File: src/rtl/mem_port_arbiter.sv
// Two-port arbiter for a single synchronous memory port (1-cycle read latency) with bus locking.
// Define ARB_ROUND_ROBIN_EN for round-robin tie-break; otherwise port 0 has fixed priority.
module mem_port_arbiter #(
   parameter int AW           = 32,
   parameter int LOCK_TIMEOUT = 16
) (
   input  logic          clk,
   input  logic          rst,
   input  logic          m0_req,
   input  logic          m0_wen,
   input  logic [AW-1:0] m0_addr,
   input  logic [31:0]   m0_wdata,
   input  logic [1:0]    m0_size,
   input  logic          m0_lock,
   output logic          m0_gnt,
   output logic          m0_rvalid,
   output logic [31:0]   m0_rdata,
   input  logic          m1_req,
   input  logic          m1_wen,
   input  logic [AW-1:0] m1_addr,
   input  logic [31:0]   m1_wdata,
   input  logic [1:0]    m1_size,
   input  logic          m1_lock,
   output logic          m1_gnt,
   output logic          m1_rvalid,
   output logic [31:0]   m1_rdata,
   output logic          mem_en,
   output logic          mem_wen,
   output logic [AW-1:0] mem_addr,
   output logic [31:0]   mem_wdata,
   output logic [1:0]    mem_size,
   input  logic [31:0]   mem_rdata,
   output logic          busy,
   output logic          lock_err
);
   localparam int CW = $clog2(LOCK_TIMEOUT + 1);

   typedef enum logic [1:0] {IDLE, RD_WAIT, LOCKED} state_t;

   state_t          state_q, state_d;
   logic            lock_q, lock_d;
   logic            owner_q, owner_d;
   logic [CW-1:0]   cnt_q, cnt_d;
   logic            lock_err_q, lock_err_d;
   logic [31:0]     rdata_q;
   logic            gnt0, gnt1, g_lock;
`ifdef ARB_ROUND_ROBIN_EN
   logic [1:0]      last_grant_q;
`endif

   // Grant selection: open arbitration in IDLE, owner-only while locked, none while a read returns.
   always_comb begin
      gnt0 = 1'b0;
      gnt1 = 1'b0;
      unique case (state_q)
         IDLE: begin
`ifdef ARB_ROUND_ROBIN_EN
            if (m0_req && m1_req) begin
               gnt1 = last_grant_q[0];
               gnt0 = ~last_grant_q[0];
            end else begin
               gnt0 = m0_req;
               gnt1 = m1_req;
            end
`else
            gnt0 = m0_req;
            gnt1 = m1_req & ~m0_req;
`endif
         end
         LOCKED: begin
            gnt0 = m0_req & ~owner_q;
            gnt1 = m1_req & owner_q;
         end
         default: ;
      endcase
      if (rst) begin
         gnt0 = 1'b0;
         gnt1 = 1'b0;
      end
   end

   always_comb begin
      mem_en    = gnt0 | gnt1;
      mem_wen   = 1'b0;
      mem_addr  = '0;
      mem_wdata = '0;
      mem_size  = '0;
      g_lock    = 1'b0;
      if (gnt0) begin
         mem_wen   = m0_wen;
         mem_addr  = m0_addr;
         mem_wdata = m0_wdata;
         mem_size  = m0_size;
         g_lock    = m0_lock;
      end else if (gnt1) begin
         mem_wen   = m1_wen;
         mem_addr  = m1_addr;
         mem_wdata = m1_wdata;
         mem_size  = m1_size;
         g_lock    = m1_lock;
      end
   end

   always_comb begin
      state_d    = state_q;
      lock_d     = lock_q;
      owner_d    = owner_q;
      cnt_d      = '0;
      lock_err_d = lock_err_q;
      unique case (state_q)
         IDLE: begin
            if (mem_en) begin
               owner_d = gnt1;
               lock_d  = g_lock;
               if (!mem_wen)    state_d = RD_WAIT;
               else if (g_lock) state_d = LOCKED;
            end
         end
         RD_WAIT: state_d = lock_q ? LOCKED : IDLE;
         LOCKED: begin
            if (mem_en) begin
               lock_d = g_lock;
               if (!mem_wen)     state_d = RD_WAIT;
               else if (!g_lock) state_d = IDLE;
            end else begin
               // Silent owner: count idle locked cycles and force release at the limit.
               cnt_d = cnt_q + 1'b1;
               if (cnt_d == CW'(LOCK_TIMEOUT)) begin
                  state_d    = IDLE;
                  lock_d     = 1'b0;
                  lock_err_d = 1'b1;
                  cnt_d      = '0;
               end
            end
         end
         default: state_d = IDLE;
      endcase
   end

   always_ff @(posedge clk or posedge rst) begin
      if (rst) begin
         state_q    <= IDLE;
         lock_q     <= 1'b0;
         owner_q    <= 1'b0;
         cnt_q      <= '0;
         lock_err_q <= 1'b0;
         rdata_q    <= '0;
      end else begin
         state_q    <= state_d;
         lock_q     <= lock_d;
         owner_q    <= owner_d;
         cnt_q      <= cnt_d;
         lock_err_q <= lock_err_d;
         if (state_q == RD_WAIT) rdata_q <= mem_rdata;
      end
   end

`ifdef ARB_ROUND_ROBIN_EN
   always_ff @(posedge clk or posedge rst) begin
      if (rst)         last_grant_q <= 2'b00;
      else if (mem_en) last_grant_q <= {gnt1, gnt0};
   end
`endif

   // Read data is presented in the return cycle and held afterwards until the next read completes.
   always_comb begin
      m0_gnt    = gnt0;
      m1_gnt    = gnt1;
      m0_rvalid = (state_q == RD_WAIT) & ~owner_q;
      m1_rvalid = (state_q == RD_WAIT) & owner_q;
      m0_rdata  = (state_q == RD_WAIT) ? mem_rdata : rdata_q;
      m1_rdata  = m0_rdata;
      busy      = (state_q != IDLE) | lock_q;
      lock_err  = lock_err_q;
   end

endmodule
File: config.mk
export PLATFORM = sky130hd
export DESIGN_NAME = mem_port_arbiter
export DESIGN_NICKNAME = d
export VERILOG_FILES = /design/src/rtl/mem_port_arbiter.sv
export SDC_FILE = /design/constraint.sdc
export NUM_CORES = 1
export LEC_CHECK = 0
export BUFFER_PORTS_ARGS = -buffer_cell sky130_fd_sc_hd__buf_2
export CORE_AREA = 2 2 119 121
export CTS_CLUSTER_DIAMETER = 30
export DETAILED_ROUTE_END_ITERATION = 12
export DIE_AREA = 0 0 121 123
export PLACE_DENSITY = 0.5
export SLEW_MARGIN = 20
export SYNTH_ARGS = -nofsm -noshare
export SYNTH_HDL_FRONTEND = slang
export SYNTH_SLANG_ARGS = --single-unit
File: constraint.sdc
create_clock -name clk -period 2 [get_ports clk]
set_clock_uncertainty 0.1 [all_clocks]
set_input_delay 0.3 -clock clk [delete_from_list [all_inputs] [get_ports clk]]
set_output_delay 0.3 -clock clk [all_outputs]
set_load 0.01 [all_outputs]
# --- Yosys cells after proc, flatten, opt, wreduce, memory -nomap -nowiden ---
# Cells that the tools add are included.
classes:
  n_eq_ne: 7
  n_bitwise: 10
  addsub: 1
  n_reduce_logical: 7
  muxes: 31
op_table:
  columns: ["op", "count"]
  rows:
  - ["32-bit 2-to-1 mux", 5]
  - ["2-bit 2-to-1 mux", 10]
  - ["5-bit 2-to-1 mux", 3]
  - ["1-bit 2-to-1 mux", 9]
  - ["3-bit != test (second input constant)", 2]
  - ["1-bit one-hot mux with 2 select lines", 3]
  - ["2-bit one-hot mux with 3 select lines", 1]
  - ["3-bit AND reduction", 2]
  - ["5-bit by 1-bit adder with 5-bit output (second input constant)", 1]
  - ["1-bit AND", 5]
  - ["5-bit == test (second input constant)", 1]
  - ["4-bit != test (second input constant)", 1]
  - ["4-bit AND reduction", 1]
  - ["2-bit nonzero test", 2]
  - ["1-bit inverter", 3]
  - ["2-bit by 1-bit == test with 1-bit output (second input constant)", 1]
  - ["2-bit == test (second input constant)", 1]
  - ["2-bit logical NOT", 1]
  - ["2-bit != test (second input constant)", 1]
  - ["1-bit OR", 2]
  - ["2-bit AND reduction", 1]
totals:
  inputBits: 172
  output_inout_bits: 138
  reg_bits: 42

# --- Depth between registers and ports, before layout ---
# Gate-level depths: netlist of the first run.
depth:
  depth_word: 10
  mapped_depth: 8
  ltp_nobuf: 6

# --- Least setup slack after synthesis of the first run ---
# Ideal clock, no wire load.
synth_path:
  kind: "input -> register"
  from: "input port rst"
  to: "register lock_q"
  setup_time_ps: 134
  required_time_ps: 1766
  path_buffers: 0
  arrival_time_ps: 1730
  path_slack_ps: 35
  cell_stages: 4
  cell_sequence: "inv_1 > o221ai_1 > a222oi_1 > o21ai_1"
synth_between:
  elab_chain_len: 5
  word_cells_on_any_way: 11
synth_rtl:
  columns: ["element", "line", "source"]
  rows:
  - ["from (decl)", "8", "input logic rst,"]
  - ["1-bit 2-to-1 mux", "76", "if (rst) begin"]
  - ["1-bit 2-to-1 mux", "95", "end else if (gnt1) begin"]
  - ["1-bit 2-to-1 mux", "89", "if (gnt0) begin"]
  - ["1-bit 2-to-1 mux (on tied branches)", "121, 112", null]
  - ["1-bit one-hot mux with 2 select lines", "110", "unique case (state_q)"]
  - ["to (signal assigned)", "150", "lock_q <= lock_d;"]
  - ["to (decl)", "41", "logic lock_q, lock_d;"]
# Parallel ways exist; a longest one is shown, timed or not. The select of a mux whose other input is x is not followed.
# A chain may end at the register's enable or synchronous reset.

# --- Final worst setup path of the first run ---
layout_path:
  from: "register state_q[1]"
  to: "output port mem_wdata[6]"
layout_between:
  elab_chain_len: 5
  word_cells_on_any_way: 8
layout_rtl:
  columns: ["element", "line", "source"]
  rows:
  - ["from (decl)", "40", "state_t state_q, state_d;"]
  - ["from (signal assigned)", "149", "state_q <= state_d;"]
  - ["2-bit == test / 2-bit logical NOT (equally long branches)", "55", "unique case (state_q)"]
  - ["1-bit one-hot mux with 2 select lines", "55", null]
  - ["1-bit 2-to-1 mux", "76", null]
  - ["32-bit 2-to-1 mux", "95", null]
  - ["32-bit 2-to-1 mux (*)", "89", null]
  - ["to (decl)", "30", "output logic [31:0] mem_wdata,"]
# Mark *: on every way between the ends. The rest lies on a longest branch, timed or not.

==> impl_results.rst, run 1 <==
.. list-table::
   :header-rows: 1

   * - Metric
     - Value
   * - Share of the clock period used by the worst path after layout
     - 1.12
   * - Peak supply drop
     - 0.625 mV
   * - Top cells by area in the synthesized netlist
     - sky130_fd_sc_hd__dfrtp_1 (39%), sky130_fd_sc_hd__a22o_1 (22%), sky130_fd_sc_hd__mux2_2 (13%)
   * - Setup slack after layout
     - -0.234 ns
   * - Number of nets in the layout
     - 713
   * - Hold Slack
     - 0.117 ns
   * - Kind of launch point of the worst setup path
     - flop
   * - DRC
     - 0
   * - Clock latency of the later-clocked register in the worst-skew pair
     - 0.28 ns
   * - Leak pwr
     - 2.67 nW
   * - Commonest cells after routing, fill and taps aside
     - sky130_fd_sc_hd__buf_2 (299), sky130_fd_sc_hd__a22o_1 (67), sky130_fd_sc_hd__dfrtp_1 (40)
   * - Pre-Repair DR Iteration Count
     - 4
   * - Type of the worst min-delay path
     - in2async
   * - Number of storage elements in the synthesis netlist
     - 42
   * - Relative slew slack
     - 0.641
   * - Crit path capture type
     - primary output
   * - Synthesized area per cell
     - 11.0 um2
   * - Result of the run
     - finished, violations left
   * - # setup viols final
     - 133
   * - CTS root buffer
     - sky130_fd_sc_hd__clkbuf_16
   * - R2R Setup Slk
     - 0.19 ns
   * - Worst Path Class, Setup
     - reg2out
   * - First-iteration detailed-routing DRC count
     - 142
   * - Combined global-route utilization of all metal layers
     - 0.139
   * - Total I/O pin count
     - 310
   * - Post-route design area
     - 4920 um2
   * - Fraction of final layout cells with drive strength greater than 1
     - 0.728
   * - TritonCTS clock tree
     - built
   * - Number of standard cells after synthesis
     - 242
   * - Max Cap Violations
     - 0
   * - Critical-path maximum fanout
     - 7
   * - Critical path arrival
     - 1.83 ns
   * - Die area
     - 14900 um2
   * - RD Place Congestion
     - 0.755
   * - Antenna violations before repair
     - 1
   * - Post-layout utilization of the core
     - 0.361
   * - Power per standard cell area
     - 1170 nW/um2
   * - Synth-to-layout area growth
     - 84.2%
   * - Violations in the final reports
     - negative setup slack
   * - Mapped Area
     - 2670 um2
   * - Cts bufs inserted
     - 5
   * - Worst Path Required
     - 1.60 ns
   * - Synth Net Count
     - 415
   * - Reg-to-reg critical path startpoint
     - state_q[1]
   * - Overall die height
     - 123 um
   * - Count of standard-cell rows
     - 43
   * - Post-placement cell area
     - 4200 um2
   * - Clock-pin slew on the worst setup and hold paths
     - 0.06 ns
   * - Die Span X
     - 121 um
   * - Clock net sink count
     - 42
   * - Destination of the worst register-to-register timing path
     - lock_q
   * - Antenna diodes
     - 0
   * - Placeable Area
     - 13600 um2
   * - Effective utilization at floorplan
     - 0.196
   * - Library cell occupying the most area in the post-synthesis netlist
     - sky130_fd_sc_hd__dfrtp_1
   * - Number of nets with antenna violations after routing
     - 0
   * - Final Slew Violations
     - 0
   * - Max frequency
     - 448 MHz
   * - Post-synthesis cell type count
     - 36
   * - CTS Buffer Depth
     - 2
   * - Unrepaired setup endpoints after global routing
     - true
   * - Top-area cell type share of the netlist area
     - 0.394
   * - Wire length of the first global-routing pass
     - 15900 um
   * - Detailed-route via count
     - 3192
   * - Routed wire length per instance
     - 17.1 um
   * - Number of global-route vias before repair
     - 2993
   * - Part of the Yosys area used for sequential elements
     - 0.394
   * - Number of endpoints with negative hold slack in the final report
     - 0
   * - # H-tree levels
     - 2
   * - Most common cell after layout, fill and taps aside
     - sky130_fd_sc_hd__buf_2
   * - Via count normalized by instance count
     - 4.43
   * - Tightest Pin Transition
     - 0.539 ns
   * - Hpwl dp
     - 8930 um
   * - Worst reg2reg path depth
     - 10
   * - IO Port Bufs
     - 309
   * - Post-detailed-routing wire length
     - 12300 um
   * - Global route overflow
     - 0
   * - Pin count of the biggest net entering global routing
     - 54
   * - Warning count from the yosys run
     - 0
   * - Time the worst path needs with I/O delays and setup
     - 2.23 ns
==> worst max-delay path by stage <==
stage	start	to	slack, ns	depth (start not counted)
finish	state_q[1]	mem_wdata[6]	-0.23	8
CTS	state_q[1]	mem_wen	-0.21	9
floorplan	rst	lock_q	0.04	4
global placement	state_q[1]	mem_wdata[6]	0.08	7
global route	state_q[1]	mem_wdata[6]	-0.30	8
detailed placement	state_q[1]	mem_wdata[6]	0.07	7
==> cell usage after synthesis <==
cell / count
sky130_fd_sc_hd__a21oi_1: 3
sky130_fd_sc_hd__a222oi_1: 1
sky130_fd_sc_hd__a22o_1: 67
sky130_fd_sc_hd__a32oi_1: 2
sky130_fd_sc_hd__a41o_1: 1
sky130_fd_sc_hd__and2_1: 2
sky130_fd_sc_hd__and3_4: 1
sky130_fd_sc_hd__buf_2: 8
sky130_fd_sc_hd__buf_4: 33
sky130_fd_sc_hd__buf_6: 5
sky130_fd_sc_hd__clkbuf_1: 5
sky130_fd_sc_hd__dfrtp_1: 42
sky130_fd_sc_hd__ha_1: 1
sky130_fd_sc_hd__inv_1: 4
sky130_fd_sc_hd__inv_2: 1
sky130_fd_sc_hd__mux2_2: 32
sky130_fd_sc_hd__mux2i_1: 2
sky130_fd_sc_hd__nand2_1: 3
sky130_fd_sc_hd__nand2_2: 1
sky130_fd_sc_hd__nand3_1: 2
sky130_fd_sc_hd__nand4_1: 1
sky130_fd_sc_hd__nor2_1: 5
sky130_fd_sc_hd__nor2_2: 1
sky130_fd_sc_hd__nor2b_1: 4
sky130_fd_sc_hd__nor3_1: 2
sky130_fd_sc_hd__o211ai_1: 1
sky130_fd_sc_hd__o21a_1: 1
sky130_fd_sc_hd__o21ai_0: 3
sky130_fd_sc_hd__o21ai_1: 1
sky130_fd_sc_hd__o221ai_1: 1
sky130_fd_sc_hd__o31ai_1: 1
sky130_fd_sc_hd__or2_1: 1
sky130_fd_sc_hd__or2_2: 1
sky130_fd_sc_hd__or3_1: 1
sky130_fd_sc_hd__xnor2_1: 1
sky130_fd_sc_hd__xor2_1: 1
==> worst max-delay path, cell delays in order (launching register included) <==
cell	delay, ns
sky130_fd_sc_hd__dfrtp_1	0.40
sky130_fd_sc_hd__or2_1	0.27
sky130_fd_sc_hd__nand2_2	0.10
sky130_fd_sc_hd__nand3_4	0.08
sky130_fd_sc_hd__inv_4	0.10
sky130_fd_sc_hd__buf_8	0.15
sky130_fd_sc_hd__buf_12	0.13
sky130_fd_sc_hd__a22o_1	0.17
sky130_fd_sc_hd__buf_2	0.15
==> kinds of logic (layout without fill, tap and decap cells) <==
kind of cell | Yosys count | in the layout | synth area share
AO/OA/AOI/OAI | 82 | 82 | 0.259
XOR/XNOR | 2 | 2 | 0.00656
adder cells (fa/ha/maj) | 1 | 1 | 0.00469
buffers and inverters | 56 | 355 | 0.143
flip-flops | 42 | 42 | 0.394
multiplexers | 34 | 34 | 0.142
AND/OR/NAND/NOR | 25 | 25 | 0.0511
==> metrics by stage <==
step | power, W | setup slack [ns] | setup TNS (ns) | cells
after floorplan | 0.00354 | 0.0355 | 0 | 242
final | 0.00576 | -0.234 | -22.81 | 721
after global placement | 0.00438 | 0.0794 | 0 | 689
after CTS | 0.00558 | -0.206 | -19.82 | 710
after global routing | 0.00616 | -0.304 | -33.69 | 721
after detailed placement | 0.00440 | 0.0733 | 0 | 689
==> routing by layer <==
layer,share of wire,wire [um],track usage,vias up
li1,-,-,-,1490
met1,0.41,5040,0.183,1518
met2,0.49,6070,0.232,175
met3,0.093,1140,0.0424,7
met4,0.0032,40,0.0189,2
met5,0.0011,13,0,-
==> layout make-up <==
| type | instances | area, um2 |
|---|---|---|
| well taps | 180 | 225 |
| flip-flops and latches | 42 | 1050 |
| clock buffers | 5 | 125 |
| fillers | 1378 | 8690 |
| inverters | 5 | 21.3 |
| multi-input cells | 144 | 1280 |
| clock inverters | 3 | 48.8 |
| repair buffers | 342 | 2170 |
==> report_power, final <==
| part | internal [W] | switching [W] |
|---|---|---|
| Clock | 0.000597 | 0.000351 |
| Combinational | 0.00175 | 0.00172 |
| Sequential | 0.00122 | 0.000123 |
| Total | 0.00357 | 0.00219 |
==> registers in the layout (all words and copies together) (netlist names) <==
signal    cells
cnt_q         5
lock_err      1
lock_q        1
owner_q       1
rdata_q      32
state_q       2
==> repair_timing <==
action | CTS | global route
gates cloned | 5 | 7
endpoints found under the setup margin | 132 | 135
gates resized for setup | 17 | 24
pin swaps | 4 | 10
hold endpoints to repair | 0 | 0
hold buffers | 0 | 0
setup buffers | 9 | 5
Note: power is estimated with default switching activity, not from simulation.
==> inputs of run 2 (changes only) <==
--- a/config.mk
+++ b/config.mk
@@ -6,11 +6,11 @@
 export NUM_CORES = 1
 export LEC_CHECK = 0
 export BUFFER_PORTS_ARGS = -buffer_cell sky130_fd_sc_hd__buf_2
-export CORE_AREA = 2 2 119 121
+export CORE_AREA = 2 2 120 122
 export CTS_CLUSTER_DIAMETER = 30
 export DETAILED_ROUTE_END_ITERATION = 12
-export DIE_AREA = 0 0 121 123
-export PLACE_DENSITY = 0.5
+export DIE_AREA = 0 0 122 124
+export PLACE_DENSITY = 0.49
 export SLEW_MARGIN = 20
 export SYNTH_ARGS = -nofsm -noshare
 export SYNTH_HDL_FRONTEND = slang
==> impl_results.rst, run 2 (same netlist as run 1, synthesis figures left out) <==
.. list-table::
   :header-rows: 1

   * - Metric
     - Value
   * - Result of the run
     - finished, violations left
   * - Violations in the final reports
     - negative setup slack
   * - Synth-to-layout area growth
     - 106%
   * - Die Span X
     - 122 um (+0.83%)
   * - Top register by number of flip-flops
     - rdata_q
   * - Reg-to-reg critical path startpoint
     - state_q[1]
   * - Max Cap Violations
     - 0 (unchanged)
   * - Setup slack after layout
     - -0.201 ns (+0.0328 ns)
   * - Combined global-route utilization of all metal layers
     - 0.144 (+0.00455)
   * - Destination of the worst register-to-register timing path
     - lock_q
   * - Number of endpoints with negative hold slack in the final report
     - 0 (unchanged)
   * - Number of fill cells in the layout
     - 1338 (-2.9%)
   * - Via count normalized by instance count
     - 4.52 (+2.2%)
   * - Effective utilization at floorplan
     - 0.195 (-0.00154)
   * - Hold Slack
     - 0.133 ns (+0.0156 ns)
   * - Worst Path Required
     - 1.60 ns (about the same)
   * - Number of nets with antenna violations after routing
     - 0 (unchanged)
   * - Unrepaired setup endpoints after global routing
     - true
   * - Largest regs
     - rdata_q (32), cnt_q (5), state_q (2)
   * - Count of standard-cell rows
     - 43 (unchanged)
   * - Global route overflow
     - 0 (unchanged)
   * - Worst Path Class, Setup
     - reg2out
   * - Number of placed instances, taps included
     - 688 (-0.15%)
   * - Kind of launch point of the worst setup path
     - flop
   * - Overall die height
     - 124 um (+0.81%)
   * - Detailed-route via count
     - 3311 (+3.7%)
   * - # setup viols final
     - 133 (unchanged)
   * - Time the worst path needs with I/O delays and setup
     - 2.20 ns (-0.0328 ns)
   * - Fraction of final layout cells with drive strength greater than 1
     - 0.733 (+0.00493)
   * - First-iteration detailed-routing DRC count
     - 234 (+65%)
   * - Relative slew slack
     - 0.631 (-0.0102)
   * - CTS Buffer Depth
     - 2 (unchanged)
   * - Tightest Pin Transition
     - 0.554 ns (+0.0153 ns)
   * - Multi-input combinational cell area
     - 1410 um2 (+11%)
   * - RD Place Congestion
     - 0.778 (+3.0%)
   * - Routed wire length per instance
     - 18.7 um (+9.6%)
   * - Leak pwr
     - 2.95 nW (+11%)
   * - Met1 wire length
     - 6040 um (+20%)
   * - Wire length of the first global-routing pass
     - 16400 um (+3.1%)
   * - Total I/O pin count
     - 310 (unchanged)
   * - Type of the worst min-delay path
     - in2async
   * - Worst reg2reg path depth
     - 8 (-2)
   * - Post-detailed-routing wire length
     - 13700 um (+11%)
   * - IO Port Bufs
     - 309 (unchanged)
   * - Number of nets in the layout
     - 723 (+1.4%)
   * - Clock net sink count
     - 42 (unchanged)
   * - Peak supply drop
     - 0.658 mV (+5.3%)
   * - Pre-Repair DR Iteration Count
     - 4 (unchanged)
   * - Placeable Area
     - 13700 um2 (+0.79%)
   * - Share of the clock period used by the worst path after layout
     - 1.10 (-0.0164)
   * - Clock-pin slew on the worst setup and hold paths
     - 0.06 ns (about the same)
   * - Critical-path maximum fanout
     - 6 (-1)
   * - Final cell count without fillers
     - 732 (+1.5%)
   * - Commonest cells after routing, fill and taps aside
     - sky130_fd_sc_hd__buf_2 (235), sky130_fd_sc_hd__buf_6 (84), sky130_fd_sc_hd__a22o_1 (65)
   * - Antenna violations before repair
     - 0 (-1)
   * - Endpoint of the worst setup timing path
     - mem_addr[3]
   * - Hpwl dp
     - 9080 um (+1.6%)
   * - Worst setup path startpoint
     - state_q[0]
   * - Critical path arrival
     - 1.80 ns (-0.03 ns)
   * - # H-tree levels
     - 2 (unchanged)
   * - Pin count of the biggest net entering global routing
     - 43 (-20%)
   * - Final Slew Violations
     - 0 (unchanged)
   * - Most common cell after layout, fill and taps aside
     - sky130_fd_sc_hd__buf_2
   * - Number of global-route vias before repair
     - 2891 (-3.4%)
   * - R2R Setup Slk
     - 0.15 ns (-0.04 ns)
   * - TritonCTS clock tree
     - built
   * - Cts bufs inserted
     - 5 (unchanged)
   * - DRC
     - 0 (unchanged)
   * - Die area
     - 15100 um2 (+1.6%)
   * - Clock latency of the later-clocked register in the worst-skew pair
     - 0.28 ns (about the same)
   * - Met3 Routed Length
     - 1090 um (-4.8%)
   * - Highest metal layer with signal wires
     - met4
   * - Power per standard cell area
     - 1310 nW/um2 (+12%)
   * - Max frequency
     - 454 MHz (+1.5%)
   * - CTS root buffer
     - sky130_fd_sc_hd__clkbuf_16
   * - Footprint of the flip-flops and latches
     - 1050 um2 (-0.24%)
   * - WL met2
     - 6510 um (+7.2%)
   * - Crit path capture type
     - primary output
   * - Max FFs per register
     - 32 (unchanged)
[run 2: critical path, cell delays in order (launching register included)]
cell,delay (ns)
sky130_fd_sc_hd__dfrtp_1,0.42
sky130_fd_sc_hd__buf_6,0.14
sky130_fd_sc_hd__nor2_4,0.14
sky130_fd_sc_hd__and3_4,0.24
sky130_fd_sc_hd__buf_12,0.14
sky130_fd_sc_hd__clkbuf_16,0.15
sky130_fd_sc_hd__a22o_1,0.14
sky130_fd_sc_hd__buf_2,0.13
[run 2: layer usage]
metal / up-vias / global-route usage
met5: - / 0
met4: 0 / 0.0280
li1: 1506 / -
met2: 171 / 0.218
met3: 6 / 0.0302
met1: 1628 / 0.211
[run 2: metrics by stage]
stage	setup TNS [ns]	power [W]	cell area (um2)	worst slack, ns	utilization
6_report	-18.03	0.00718	5490	-0.201	0.400
5_1_grt	-26.58	0.00758	5490	-0.253	0.400
4_1_cts	-19.86	0.00583	4800	-0.181	0.350
3_5_place_dp	0	0.00440	4210	0.0507	0.307
3_3_place_gp	0	0.00438	4210	0.0752	0.307
2_1_floorplan	0	0.00354	2670	0.0355	-
[run 2: final cells by class]
class,count,area share
repair buffers,352,0.479
diodes,1,0.000456
inverters,5,0.00478
clock buffers,6,0.0235
clock inverters,2,0.00251
multi-input cells,144,0.257
flip-flops and latches,42,0.191
well taps,180,0.0410
[run 2: repair_timing]
action | CTS | global route
pin swaps | 2 | 43
endpoints found under the setup margin | 128 | 135
resized for setup | 39 | 98
buffers inserted | 14 | 12
hold buffers | 0 | 0
gates cloned | 6 | 8
[run 2: worst min-delay path by stage]
| stage | end | startpoint | slack (ns) | cells past startpoint |
|---|---|---|---|---|
| after CTS | rdata_q[14] | rst | 0.14 | 3 |
| after floorplan | owner_q | m0_req | 0.29 | 1 |
| final | lock_q | rst | 0.13 | 3 |
| after detailed placement | lock_err | lock_err | 0.37 | 2 |
| after global placement | lock_err | lock_err | 0.37 | 2 |
| after global routing | owner_q | m0_req | 0.17 | 2 |
[run 2: power by group]
group	leakage, nW	switching (W)	internal [W]
logic	2.38	0.00206	0.00295
registers	0.505	0.000143	0.00122
clock network	0.0708	0.000338	0.000463
